$ cat config.mk
export PLATFORM = sky130hd
export DESIGN_NAME = spi_slave_rx
export DESIGN_NICKNAME = d
export VERILOG_FILES = /design/src/rtl/spi_slave_rx.sv
export SDC_FILE = /design/constraint.sdc
export NUM_CORES = 1
export LEC_CHECK = 0
export ABC_AREA = 1
export CAP_MARGIN = 25
export CORE_MARGIN = 2
export CORE_UTILIZATION = 55
export CTS_CLUSTER_SIZE = 12
export DETAILED_ROUTE_END_ITERATION = 8
export GPL_ROUTABILITY_DRIVEN = 0
export PLACE_DENSITY = 0.84
export SLEW_MARGIN = 20
export SYNTH_ARGS = -nofsm -noshare
export SYNTH_HDL_FRONTEND = slang
export SYNTH_SLANG_ARGS = --single-unit
$ cat constraint.sdc
create_clock -name clk -period 15.55 [get_ports clk]
set_input_delay 4.665 -clock clk [delete_from_list [all_inputs] [get_ports clk]]
set_output_delay 4.665 -clock clk [all_outputs]
set_load 0.05 [all_outputs]
$ cat src/rtl/spi_slave_rx.sv
// SPI mode-0 slave: oversamples the SPI pins on clk, deserialises MSB-first {rw, addr, data} frames,
// issues a write strobe per write frame and serves read frames from a host register port.
module spi_slave_rx #(
  parameter int ADDR_BITS   = 7,
  parameter int DATA_BITS   = 32,
  parameter int SYNC_STAGES = 2
) (
  input  logic                 clk,
  input  logic                 reset,
  input  logic                 spi_sclk,
  input  logic                 spi_cs_n,
  input  logic                 spi_mosi,
  output logic                 spi_miso,
  output logic                 miso_oe,
  output logic                 wr_valid,
  output logic [ADDR_BITS-1:0] wr_addr,
  output logic [DATA_BITS-1:0] wr_data,
  output logic                 rd_req,
  output logic [ADDR_BITS-1:0] rd_addr,
  input  logic [DATA_BITS-1:0] rd_data,
  output logic                 frame_err,
  output logic [5:0]           bit_count
);

  localparam int FRAME_BITS = 1 + ADDR_BITS + DATA_BITS;
  localparam logic [5:0] FRAME_CNT = 6'(FRAME_BITS);
  localparam logic [5:0] HDR_CNT   = 6'(ADDR_BITS + 1);

  typedef enum logic [1:0] {WAIT_IDLE, IDLE, SHIFT, DONE} state_t;

  state_t                 state_q, state_d;
  logic [SYNC_STAGES-1:0] sclk_sync_q, sclk_sync_d;
  logic [SYNC_STAGES-1:0] cs_sync_q, cs_sync_d;
  logic [SYNC_STAGES-1:0] mosi_sync_q, mosi_sync_d;
  logic                   sclk_hist_q, sclk_hist_d;
  logic                   cs_hist_q, cs_hist_d;
  logic [FRAME_BITS-1:0]  rx_shift_q, rx_shift_d;
  logic [DATA_BITS-1:0]   tx_shift_q, tx_shift_d;
  logic [5:0]             bit_count_q, bit_count_d;
  logic                   rd_frame_q, rd_frame_d;
  logic                   rd_load_q, rd_load_d;
  logic                   frame_done_q, frame_done_d;
  logic                   miso_q, miso_d;
  logic                   miso_oe_q, miso_oe_d;
  logic                   wr_valid_q, wr_valid_d;
  logic [ADDR_BITS-1:0]   wr_addr_q, wr_addr_d;
  logic [DATA_BITS-1:0]   wr_data_q, wr_data_d;
  logic                   rd_req_q, rd_req_d;
  logic [ADDR_BITS-1:0]   rd_addr_q, rd_addr_d;
  logic                   frame_err_q, frame_err_d;

  logic                  sclk_s, cs_s, mosi_s;
  logic                  sclk_rise, sclk_fall, cs_fall;
  logic [FRAME_BITS-1:0] rx_next;

  assign sclk_s    = sclk_sync_q[SYNC_STAGES-1];
  assign cs_s      = cs_sync_q[SYNC_STAGES-1];
  assign mosi_s    = mosi_sync_q[SYNC_STAGES-1];
  assign sclk_rise = sclk_s & ~sclk_hist_q;
  assign sclk_fall = ~sclk_s & sclk_hist_q;
  assign cs_fall   = ~cs_s & cs_hist_q;
  assign rx_next   = {rx_shift_q[FRAME_BITS-2:0], mosi_s};

  always_comb begin
    state_d      = state_q;
    sclk_sync_d  = {sclk_sync_q[SYNC_STAGES-2:0], spi_sclk};
    cs_sync_d    = {cs_sync_q[SYNC_STAGES-2:0], spi_cs_n};
    mosi_sync_d  = {mosi_sync_q[SYNC_STAGES-2:0], spi_mosi};
    sclk_hist_d  = sclk_s;
    cs_hist_d    = cs_s;
    rx_shift_d   = rx_shift_q;
    tx_shift_d   = tx_shift_q;
    bit_count_d  = bit_count_q;
    rd_frame_d   = rd_frame_q;
    rd_load_d    = rd_req_q;
    frame_done_d = 1'b0;
    miso_d       = miso_q;
    rd_req_d     = 1'b0;
    rd_addr_d    = rd_addr_q;
    frame_err_d  = 1'b0;
    miso_oe_d    = ~cs_s & (state_q != WAIT_IDLE);

    // Host data arrives one clk after rd_req; it lands well before the first miso falling edge.
    if (rd_load_q) begin
      tx_shift_d = rd_data;
    end

    case (state_q)
      WAIT_IDLE: begin
        miso_d = 1'b0;
        if (cs_s) begin
          state_d = IDLE;
        end
      end
      IDLE: begin
        miso_d = 1'b0;
        if (cs_fall) begin
          bit_count_d = '0;
          rd_frame_d  = 1'b0;
          tx_shift_d  = '0;
          state_d     = SHIFT;
        end
      end
      SHIFT: begin
        if (sclk_rise && bit_count_q < FRAME_CNT) begin
          rx_shift_d  = rx_next;
          bit_count_d = bit_count_q + 6'd1;
          if (bit_count_q == HDR_CNT - 6'd1 && rx_next[ADDR_BITS]) begin
            rd_req_d   = 1'b1;
            rd_addr_d  = rx_next[ADDR_BITS-1:0];
            rd_frame_d = 1'b1;
          end
          if (bit_count_q == FRAME_CNT - 6'd1) begin
            state_d      = DONE;
            frame_done_d = 1'b1;
            miso_d       = 1'b0;
          end
        end else if (sclk_fall && rd_frame_q && bit_count_q >= HDR_CNT && bit_count_q < FRAME_CNT) begin
          miso_d     = tx_shift_q[DATA_BITS-1];
          tx_shift_d = {tx_shift_q[DATA_BITS-2:0], 1'b0};
        end
        // A final edge arriving together with cs release still completes the frame.
        if (cs_s && state_d != DONE) begin
          state_d = IDLE;
          miso_d  = 1'b0;
          if (bit_count_d != 6'd0) begin
            frame_err_d = 1'b1;
          end
        end
      end
      DONE: begin
        miso_d = 1'b0;
        if (cs_s) begin
          state_d = IDLE;
        end
      end
      default: state_d = WAIT_IDLE;
    endcase

    wr_valid_d = frame_done_q & ~rx_shift_q[FRAME_BITS-1];
    wr_addr_d  = wr_valid_d ? rx_shift_q[FRAME_BITS-2:DATA_BITS] : wr_addr_q;
    wr_data_d  = wr_valid_d ? rx_shift_q[DATA_BITS-1:0] : wr_data_q;
  end

  // cs synchroniser clears to 0 so WAIT_IDLE only leaves on a genuinely high pin.
  always_ff @(posedge clk or posedge reset) begin
    if (reset) begin
      state_q      <= WAIT_IDLE;
      sclk_sync_q  <= '0;
      cs_sync_q    <= '0;
      mosi_sync_q  <= '0;
      sclk_hist_q  <= 1'b0;
      cs_hist_q    <= 1'b0;
      rx_shift_q   <= '0;
      tx_shift_q   <= '0;
      bit_count_q  <= '0;
      rd_frame_q   <= 1'b0;
      rd_load_q    <= 1'b0;
      frame_done_q <= 1'b0;
      miso_q       <= 1'b0;
      miso_oe_q    <= 1'b0;
      wr_valid_q   <= 1'b0;
      wr_addr_q    <= '0;
      wr_data_q    <= '0;
      rd_req_q     <= 1'b0;
      rd_addr_q    <= '0;
      frame_err_q  <= 1'b0;
    end else begin
      state_q      <= state_d;
      sclk_sync_q  <= sclk_sync_d;
      cs_sync_q    <= cs_sync_d;
      mosi_sync_q  <= mosi_sync_d;
      sclk_hist_q  <= sclk_hist_d;
      cs_hist_q    <= cs_hist_d;
      rx_shift_q   <= rx_shift_d;
      tx_shift_q   <= tx_shift_d;
      bit_count_q  <= bit_count_d;
      rd_frame_q   <= rd_frame_d;
      rd_load_q    <= rd_load_d;
      frame_done_q <= frame_done_d;
      miso_q       <= miso_d;
      miso_oe_q    <= miso_oe_d;
      wr_valid_q   <= wr_valid_d;
      wr_addr_q    <= wr_addr_d;
      wr_data_q    <= wr_data_d;
      rd_req_q     <= rd_req_d;
      rd_addr_q    <= rd_addr_d;
      frame_err_q  <= frame_err_d;
    end
  end

  assign spi_miso  = miso_q;
  assign miso_oe   = miso_oe_q;
  assign wr_valid  = wr_valid_q;
  assign wr_addr   = wr_addr_q;
  assign wr_data   = wr_data_q;
  assign rd_req    = rd_req_q;
  assign rd_addr   = rd_addr_q;
  assign frame_err = frame_err_q;
  assign bit_count = bit_count_q;

endmodule

==> key figures, run 1 <==
Setup path
  • Crit path max fanout: 7
  • Worst path bufs/invs: 1
  • Reg2reg setup slack: 13.05 ns
  • Worst R2R End: rd_addr[5]
  • WP data required: 10.89 ns
  • Crit-path cells: clkdlybuf4s50_1
  • Worst-path cell with the longest stage delay: clkdlybuf4s50_1
  • CP Capture Type: output port
  • Reg2Reg Depth: 10
  • Slowest stage delay, CP: 0.86 ns
  • Critical setup path kind: flip-flop to output port
  • FF-to-FF Start: state_q[0]
  • Worst Path Arrival: 1.88 ns
  • Crit start category: flip-flop
  • Kind of cell adding the most delay to the critical path: buffers and inverters

Power and ir drop
  • Leakage: 3.44 nW
  • Max VDD drop: 80.1 uV
  • Overall power: 949 uW
  • Pwr Density: 127 mW/mm^2

Cells and area
  • Final cell count without fillers: 870
  • Final-stage net count: 765
  • Synth-to-Final Area Change: 27.3%
  • Final Core Density: 72.2%
  • N_diodes: 0
  • Share of cells above drive strength 1: 7.77%

Global route
  • GR Util met3: 6.14%
  • GRT Residual Overflow: 0
  • Initial antenna violation count: 0
  • Most used routing layer: met2
  • Global Route Usage Sum: 22.9%
  • First-pass GRT wire length: 20,700 um
  • Met1 usage: 31.2%
  • Largest net degree at the start of global routing: 78
  • Met2 usage: 36.1%
  • Vias in the first global route: 4,440

Worst hold path
  • Worst Hold Class: flip-flop to flip-flop
  • Hold endpoint: sclk_sync_q[1]
  • Hold_sp: sclk_sync_q[0]
  • WHS Path Cells: 0

Drt
  • Drt drc: 0
  • Wire length per cell: 14.5 um
  • Drt pass-1 iters: 5
  • DR vias/cell: 5.25
  • Via count: 4,571
  • Post-Route WL: 12,600 um
  • DR iter-0 viols: 295
  • Routed Antenna Nets: 0

Clock tree
  • Clk sinks: 142
  • Root buffer cell: clkbuf_8
  • H-tree depth: 4
  • Clk buf depth: 2
  • CTS tree: built
  • Clk_lat worst skew: 0.51 ns
  • Setup bufs post-CTS: 0
  • # resized after CTS: 0
  • Total CTS buffers: 17
  • Clk slew on worst S/H paths: 0.06 ns
  • Cts-stage hold buffer count: 0

Logic synthesis
  • Synth warnings: 0
  • Cell taking the most area after synthesis: dfrtp_1
  • Syn nets: 676
  • Yosys cell types: 29
  • Syn Std Cell Area: 0.00586 mm^2
  • Top post-synthesis cells by area: dfrtp_1 (61%), nand2_1 (10%), o21ai_0 (8.1%)
  • Main synth FF type: dfrtp_1
  • Post-Synthesis Cells: 632
  • Syn avg cell area: 9.27 um^2
  • Count leader, synth: nand2_1
  • Seq/Total Area, Yosys: 60.7%
  • Post-synth top cells: nand2_1 (157), dfrtp_1 (142), o21ai_0 (95)
  • Fraction of registers with async set/reset: 100%
  • Area share of the largest cell type after synthesis: 60.7%
  • Post-synth EDFFs: 0
  • Synth Register Bits: 142

STA
  • Worst-margin pin slew: 0.862 ns
  • RSZ-0062 raised after global routing: no
  • Max Transition Viols Final: 0
  • Slew headroom: 42.5%
  • TNS Setup: 0 ns
  • Final Setup Violations: 0
  • Final WS setup: 9.01 ns
  • Crit path time final: 6.54 ns
  • Max Freq: 153 MHz
  • Fin. Hold Viols: 0
  • Max Clock Skew: 0.00758 ns
  • Tcrit/Tclk final: 42.1%

Die
  • Initial core utilization: 56.7%
  • Area of the die: 0.0115 mm^2
  • Total core area: 0.0103 mm^2
  • Rows: 37
  • Io pins: 94
  • Die height: 107 um
  • Die span in x: 107 um

Placed design
  • Port Buffers: 93
  • Setup slack after placement: 9.00 ns
  • Post-DP HPWL: 7980 um
  • Placed cells: 837

Flow run
  • Max cap viols: 0

Run status
  • Status: finished, final reports clean
[worst max path at each step]
stage,cells after the start,slack (ns),start,to
2_1_floorplan,1,7.08,reset,bit_count[0]
3_3_place_gp,3,9.04,reset,bit_count[3]
3_5_place_dp,3,9.00,reset,rx_shift_q[8]
4_1_cts,1,8.99,bit_count[3],bit_count[3]
5_1_grt,1,8.95,bit_count[0],bit_count[0]
6_report,1,9.01,bit_count[3],bit_count[3]
[flip-flops by register name, summed over array words and instances, names as in the netlist]
signal / flops
bit_count: 6
cs_hist_q: 1
cs_sync_q: 2
frame_done_q: 1
frame_err: 1
miso_oe: 1
mosi_sync_q: 2
rd_addr: 7
rd_frame_q: 1
rd_load_q: 1
rd_req: 1
rx_shift_q: 40
sclk_hist_q: 1
sclk_sync_q: 2
spi_miso: 1
state_q: 2
tx_shift_q: 32
wr_addr: 7
wr_data: 32
wr_valid: 1
[through the flow]
stage,hold WS (ns),instance area (um^2)
detailed placement,0.341,6850
global route,0.369,7450
floorplan,0.331,5860
finish,0.355,7450
CTS,0.359,7430
global placement,0.333,6850
[cells in the final DEF, fill, tap and decap left out]
| cell | n |
|---|---|
| a21oi_2 | 1 |
| buf_16 | 1 |
| clkbuf_8 | 3 |
| inv_1 | 86 |
| clkinv_4 | 7 |
| inv_6 | 4 |
| a21oi_1 | 4 |
| inv_8 | 1 |
| clkbuf_1 | 1 |
| nor2_4 | 2 |
| nand2_1 | 157 |
| mux2i_1 | 1 |
| nand3b_1 | 1 |
| nor2_2 | 2 |
| nand2_4 | 1 |
| bufinv_16 | 1 |
| o21ai_1 | 23 |
| o22ai_1 | 32 |
| dfrtp_1 | 142 |
| o21ai_4 | 1 |
| o21ai_2 | 7 |
| xor2_1 | 1 |
| clkbuf_16 | 16 |
| o211ai_1 | 1 |
| buf_4 | 5 |
| nor2_1 | 16 |
| ha_1 | 7 |
| and3_1 | 1 |
| inv_2 | 5 |
| or2_0 | 1 |
| nand4_1 | 6 |
| nand3_1 | 9 |
| clkdlybuf4s50_1 | 93 |
| o21ai_0 | 95 |
[layer usage]
layer,routed length [um],share of wire [%],vias up
met5,0,0,-
met4,172,1.4,0
met3,778,6.2,23
met2,6200,49,148
met1,5460,43,2188
li1,-,-,2212
[power breakdown]
part	leakage, nW	switching (mW)	internal (mW)
registers	1.95	0.0138	0.387
logic	1.21	0.114	0.0499
clock network	0.283	0.159	0.225
[area by class of cell]
cell class / instances / area [um^2]
clock buffer: 20 / 445
clock inverter: 12 / 129
fill: 729 / 2870
inverter: 92 / 350
multi-input combinational: 369 / 1810
sequential: 142 / 3550
tap: 136 / 170
timing repair buffer: 99 / 996
[cell families after synthesis]
family / Yosys count / share of synthesized area (%)
muxes: 1 / 0.171
adders and majority gates: 7 / 1.50
AOI/OAI and AO/OA: 164 / 15.4
DFF: 142 / 60.7
and+or+nand+nor: 196 / 13.6
xor gates and xnor gates: 1 / 0.150
buffers and inverters: 121 / 8.44
Note: power is estimated with default switching activity, not from simulation.
==> run 2: changes to the inputs <==
--- a/config.mk
+++ b/config.mk
@@ -8,11 +8,11 @@
 export ABC_AREA = 1
 export CAP_MARGIN = 25
 export CORE_MARGIN = 2
-export CORE_UTILIZATION = 55
+export CORE_UTILIZATION = 48
 export CTS_CLUSTER_SIZE = 12
 export DETAILED_ROUTE_END_ITERATION = 8
 export GPL_ROUTABILITY_DRIVEN = 0
-export PLACE_DENSITY = 0.84
+export PLACE_DENSITY = 0.78
 export SLEW_MARGIN = 20
 export SYNTH_ARGS = -nofsm -noshare
 export SYNTH_HDL_FRONTEND = slang
==> constraint.sdc (replaced) <==
create_clock -name clk -period 5.3 [get_ports clk]
set_input_delay 1.59 -clock clk [delete_from_list [all_inputs] [get_ports clk]]
set_output_delay 1.59 -clock clk [all_outputs]
set_load 0.05 [all_outputs]
==> key figures, run 2 (synthesis gave the netlist of run 1 again) <==
Setup path
  • Worst Path Arrival: 1.80 ns (was 1.88 ns)
  • Crit-path cells: clkdlybuf4s50_1 (unchanged)
  • Crit start category: flip-flop (unchanged)
  • Kind of cell adding the most delay to the critical path: buffers and inverters (unchanged)
  • Slowest stage delay, CP: 0.87 ns (was 0.86 ns)
  • Critical setup path kind: flip-flop to output port (unchanged)
  • Worst-path cell with the longest stage delay: clkdlybuf4s50_1 (unchanged)
  • WP data required: 3.71 ns (was 10.89 ns)
  • CP Capture Type: output port (unchanged)
  • Worst path bufs/invs: 1 (unchanged)
  • Crit path max fanout: 6 (was 7)

Placed design
  • Port Buffers: 93 (unchanged)
  • Setup slack after placement: 2.36 ns (was 9.00 ns)
  • Placed cells: 850 (was 837)
  • Post-DP HPWL: 8260 um (was 7980 um)

STA
  • Max Transition Viols Final: 0 (unchanged)
  • Fin. Hold Viols: 0 (unchanged)
  • Hold_ws: 0.353 ns (was 0.355 ns)
  • TNS Setup: 0 ns (unchanged)
  • Max Clock Skew: 0.0123 ns (was 0.00758 ns)
  • Tcrit/Tclk final: 64.0%
  • Crit path time final: 3.39 ns
  • Final WS setup: 1.91 ns (was 9.01 ns)
  • RSZ-0062 raised after global routing: no (unchanged)
  • Max Freq: 295 MHz
  • Slew headroom: 43.1% (was 42.5%)
  • Final Setup Violations: 0 (unchanged)
  • Worst-margin pin slew: 0.853 ns (was 0.862 ns)

Cells and area
  • N_diodes: 0 (unchanged)
  • Synth-to-Final Area Change: 28.5% (was 27.3%)
  • Biggest register: rx_shift_q (unchanged)
  • Max FFs per register: 40 (unchanged)
  • Multi-input combinational cell area: 0.00181 mm^2 (unchanged)
  • Register area: 0.00355 mm^2 (unchanged)
  • Commonest non-fill, non-tap cells in the layout: nand2_1 (157), dfrtp_1 (142), o21ai_0 (95) (unchanged)
  • Fill cells: 967 (was 729)
  • Commonest non-fill, non-tap cell in the layout: nand2_1 (unchanged)
  • Final cell count without fillers: 882 (was 870)
  • Final-stage net count: 766 (was 765)
  • Share of cells above drive strength 1: 7.89% (was 7.77%)

Drt
  • Drt pass-1 iters: 5 (unchanged)
  • Via count: 4,559 (was 4,571)
  • Drt drc: 0 (unchanged)
  • Wire length per cell: 14.7 um (was 14.5 um)
  • Routed Antenna Nets: 0 (unchanged)
  • Post-Route WL: 13,000 um (was 12,600 um)
  • DR iter-0 viols: 391 (was 295)
  • DR vias/cell: 5.17 (was 5.25)

Clock tree
  • Root buffer cell: clkbuf_16 (was clkbuf_8)
  • CTS tree: built (unchanged)
  • Setup bufs post-CTS: 0 (unchanged)
  • Clk slew on worst S/H paths: 0.06 ns (about the same)
  • Clk buf depth: 2 (unchanged)
  • Clk_lat worst skew: 0.42 ns (was 0.51 ns)
  • # resized after CTS: 0 (unchanged)
  • Total CTS buffers: 17 (unchanged)
  • Cts-stage hold buffer count: 0 (unchanged)
  • H-tree depth: 4 (unchanged)
  • Clk sinks: 142 (unchanged)

Global route
  • First-pass GRT wire length: 21,800 um (was 20,700 um)
  • Vias in the first global route: 4,518 (was 4,440)
  • Largest net degree at the start of global routing: 78 (unchanged)
  • Global Route Usage Sum: 21.3% (was 22.9%)
  • GRT Residual Overflow: 0 (unchanged)
  • Initial antenna violation count: 0 (unchanged)

Die
  • Die span in x: 114 um (was 107 um)
  • Die height: 114 um (was 107 um)
  • Initial core utilization: 49.0% (was 56.7%)
  • Io pins: 94 (unchanged)
  • Rows: 40 (was 37)
  • Total core area: 0.0120 mm^2 (was 0.0103 mm^2)
  • Area of the die: 0.0131 mm^2 (was 0.0115 mm^2)

Worst hold path
  • Worst Hold Class: flip-flop to flip-flop (unchanged)

Run status
  • Status: finished, final reports clean (unchanged)

Power and ir drop
  • Pwr Density: 384 mW/mm^2 (was 127 mW/mm^2)
  • Max VDD drop: 218 uV (was 80.1 uV)
  • Leakage: 3.46 nW (was 3.44 nW)

Flow run
  • Max cap viols: 0 (unchanged)
==> run 2: layout make-up <==
type                       instances  area share [%]
clock inverter                    10            1.78
inverter                          92            4.66
sequential                       142            47.2
tap                              147            2.44
multi-input combinational        369            24.0
timing repair buffer             100            13.4
clock buffer                      22            6.44
==> run 2: path summary, 6_finish.rpt <==
check | from | end | slack (ns) | cells after the start
max | bit_count[4] | bit_count[4] | 1.91 | 1
min | sclk_sync_q[0] | sclk_sync_q[1] | 0.35 | 0
max reg2reg | state_q[0] | rd_addr[5] | 2.83 | 10
min reg2reg | sclk_sync_q[0] | sclk_sync_q[1] | 0.35 | 0
max in group asynchronous | reset | wr_data[18] | 3.12 | 3
min in group asynchronous | reset | tx_shift_q[13] | 1.51 | 2
==> run 2: per-stage QoR <==
stage | area [um^2] | utilization [%] | total power, mW
4_1_cts | 7520 | 62.9 | 2.90
5_1_grt | 7520 | 62.9 | 3.01
6_report | 7520 | 62.9 | 2.89
3_3_place_gp | 6880 | 57.6 | 1.64
2_1_floorplan | 5860 | - | 1.54
3_5_place_dp | 6900 | 57.7 | 1.67
==> run 2: where the power goes <==
group / total, mW / internal, mW / switching, mW / leakage (nW)
sequential: 1.17 / 1.13 / 0.0399 / 1.95
clock: 1.23 / 0.788 / 0.442 / 0.302
combinational: 0.481 / 0.150 / 0.331 / 1.21
==> run 2: per-layer routing <==
layer	up-vias	share of wire, %	GRT usage [%]
li1	2206	-	-
met1	2201	45	27.7
met2	131	48	34.1
met3	21	5.1	6.03
met4	0	1.7	8.37
met5	-	0	0
==> run 3: changes to the inputs <==
--- a/config.mk
+++ b/config.mk
@@ -8,11 +8,11 @@
 export ABC_AREA = 1
 export CAP_MARGIN = 25
 export CORE_MARGIN = 2
-export CORE_UTILIZATION = 48
+export CORE_UTILIZATION = 53
 export CTS_CLUSTER_SIZE = 12
 export DETAILED_ROUTE_END_ITERATION = 8
 export GPL_ROUTABILITY_DRIVEN = 0
-export PLACE_DENSITY = 0.78
+export PLACE_DENSITY = 0.81
 export SLEW_MARGIN = 20
 export SYNTH_ARGS = -nofsm -noshare
 export SYNTH_HDL_FRONTEND = slang
==> constraint.sdc (replaced) <==
create_clock -name clk -period 3.41 [get_ports clk]
set_input_delay 1.023 -clock clk [delete_from_list [all_inputs] [get_ports clk]]
set_output_delay 1.023 -clock clk [all_outputs]
set_load 0.05 [all_outputs]
==> key figures, run 3 (synthesis gave the netlist of run 1 again) <==
Run status
  • Status: finished, final reports clean (unchanged)

Drt
  • Via count: 4,569 (was 4,559)
  • Drt pass-1 iters: 7 (was 5)
  • Post-Route WL: 12,600 um (was 13,000 um)
  • Routed Antenna Nets: 0 (unchanged)
  • Drt drc: 0 (unchanged)
  • Wire length per cell: 14.4 um (was 14.7 um)
  • DR vias/cell: 5.22 (was 5.17)
  • DR iter-0 viols: 348 (was 391)

Global route
  • GRT Residual Overflow: 0 (unchanged)
  • Largest net degree at the start of global routing: 78 (unchanged)
  • Global Route Usage Sum: 22.2% (was 21.3%)
  • Vias in the first global route: 4,484 (was 4,518)
  • Initial antenna violation count: 0 (unchanged)
  • First-pass GRT wire length: 20,400 um (was 21,800 um)

STA
  • Max Transition Viols Final: 0 (unchanged)
  • RSZ-0062 raised after global routing: no (unchanged)
  • Tcrit/Tclk final: 85.1%
  • Slew headroom: 44.5% (was 43.1%)
  • TNS Setup: 0 ns (unchanged)
  • Crit path time final: 2.90 ns
  • Final WS setup: 0.510 ns (was 1.91 ns)
  • Max Clock Skew: 0.00901 ns (was 0.0123 ns)
  • Final Setup Violations: 0 (unchanged)
  • Max Freq: 345 MHz
  • Fin. Hold Viols: 0 (unchanged)
  • Worst-margin pin slew: 0.832 ns (was 0.853 ns)

Setup path
  • Worst R2R End: rx_shift_q[12] (was rd_addr[5])
  • Critical setup path kind: flip-flop to output port (unchanged)
  • Reg2Reg Depth: 7 (was 10)
  • Crit start category: flip-flop (unchanged)
  • WP data required: 2.39 ns (was 3.71 ns)
  • Reg2reg setup slack: 1.02 ns (was 2.83 ns)
  • Crit path launch: bit_count[5] (was bit_count[4])
  • CP Capture Type: output port (unchanged)
  • Worst Path Arrival: 1.88 ns (was 1.80 ns)
  • WP depth: 1 (unchanged)
  • Worst-path cell with the longest stage delay: clkdlybuf4s50_1 (unchanged)
  • Crit path max fanout: 6 (unchanged)
  • Kind of cell adding the most delay to the critical path: buffers and inverters (unchanged)
  • Crit-path cells: clkdlybuf4s50_1 (unchanged)
  • Worst path bufs/invs: 1 (unchanged)
  • Slowest stage delay, CP: 0.86 ns (was 0.87 ns)
  • FF-to-FF Start: state_q[0] (unchanged)
  • Critical path endpoint: bit_count[5] (was bit_count[4])

Die
  • Initial core utilization: 54.3% (was 49.0%)
  • Area of the die: 0.0119 mm^2 (was 0.0131 mm^2)
  • Die height: 109 um (was 114 um)
  • Total core area: 0.0108 mm^2 (was 0.0120 mm^2)
  • Rows: 38 (was 40)
  • Io pins: 94 (unchanged)
  • Die span in x: 109 um (was 114 um)

Clock tree
  • Clk slew on worst S/H paths: 0.06 ns (about the same)
  • Setup bufs post-CTS: 0 (unchanged)
  • Total CTS buffers: 17 (unchanged)
  • H-tree depth: 4 (unchanged)
  • Root buffer cell: clkbuf_8 (was clkbuf_16)
  • Clk buf depth: 2 (unchanged)
  • CTS tree: built (unchanged)
  • Clk sinks: 142 (unchanged)
  • Clk_lat worst skew: 0.52 ns (was 0.42 ns)
  • Cts-stage hold buffer count: 0 (unchanged)
  • # resized after CTS: 0 (unchanged)

Cells and area
  • N_diodes: 0 (unchanged)
  • Max FFs per register: 40 (unchanged)
  • Biggest register: rx_shift_q (unchanged)
  • Register area: 0.00355 mm^2 (unchanged)
  • Commonest non-fill, non-tap cell in the layout: nand2_1 (unchanged)
  • Commonest non-fill, non-tap cells in the layout: nand2_1 (157), dfrtp_1 (142), o21ai_0 (95) (unchanged)
  • Share of cells above drive strength 1: 8.03% (was 7.89%)
  • Fill cells: 766 (was 967)
  • Multi-input combinational cell area: 0.00181 mm^2 (unchanged)
  • Synth-to-Final Area Change: 28.0% (was 28.5%)
  • Final-stage net count: 766 (unchanged)
  • Final cell count without fillers: 875 (was 882)

Power and ir drop
  • Leakage: 3.45 nW (was 3.46 nW)
  • Max VDD drop: 356 uV (was 218 uV)
  • Pwr Density: 601 mW/mm^2 (was 384 mW/mm^2)

Placed design
  • Port Buffers: 93 (unchanged)
  • Placed cells: 843 (was 850)
  • Setup slack after placement: 1.05 ns (was 2.36 ns)
  • Post-DP HPWL: 8130 um (was 8260 um)

Flow run
  • Max cap viols: 0 (unchanged)

Worst hold path
  • Worst Hold Class: flip-flop to flip-flop (unchanged)
## run 3: changes by cell type in the layout (fill, tap and decap cells not counted), sizes merged
cell      previous run  this run
inv                 91        92
clkinvlp             3         5
bufinv               3         4
clkbuf              22        19
clkinv               5         4
## run 3: how the worst min path moves through the flow
stage,cells after the start,endpoint,from
6_report,0,sclk_sync_q[1],sclk_sync_q[0]
3_3_place_gp,0,cs_sync_q[1],cs_sync_q[0]
2_1_floorplan,0,cs_sync_q[1],cs_sync_q[0]
4_1_cts,0,sclk_sync_q[1],sclk_sync_q[0]
5_1_grt,0,sclk_sync_q[1],sclk_sync_q[0]
3_5_place_dp,0,sclk_sync_q[1],sclk_sync_q[0]
## run 3: layer usage
layer | global-route usage (%) | vias to the layer above | part of all wire, %
met5 | 0 | - | 0
met4 | 7.69 | 0 | 1.2
met3 | 6.75 | 15 | 6.2
met2 | 35.8 | 133 | 49
met1 | 28.7 | 2202 | 44
li1 | - | 2219 | -
## run 3: area by class of cell
cell class | count | area share, %
timing repair buffer | 100 | 13.1
multi-input combinational | 369 | 24.1
inverter | 92 | 4.67
clock buffer | 19 | 5.89
tap | 140 | 2.34
sequential | 142 | 47.4
clock inverter | 13 | 2.49
## run 3: per-stage QoR
step                      hold WS [ns]  power, mW  util [%]  instance area (um^2)
after floorplan                  0.331       2.40         -                  5860
after detailed placement         0.341       2.58      63.7                  6870
final                            0.354       4.51      69.5                  7500
after CTS                        0.356       4.53      69.5                  7500
after global routing             0.356       4.71      69.5                  7500
after global placement           0.336       2.55      63.7                  6870
## run 3: where the power goes
part	switching (mW)	internal, mW	total, mW
logic	0.523	0.229	0.752
clock network	0.701	1.23	1.93
registers	0.0633	1.76	1.83
total	1.29	3.22	4.51
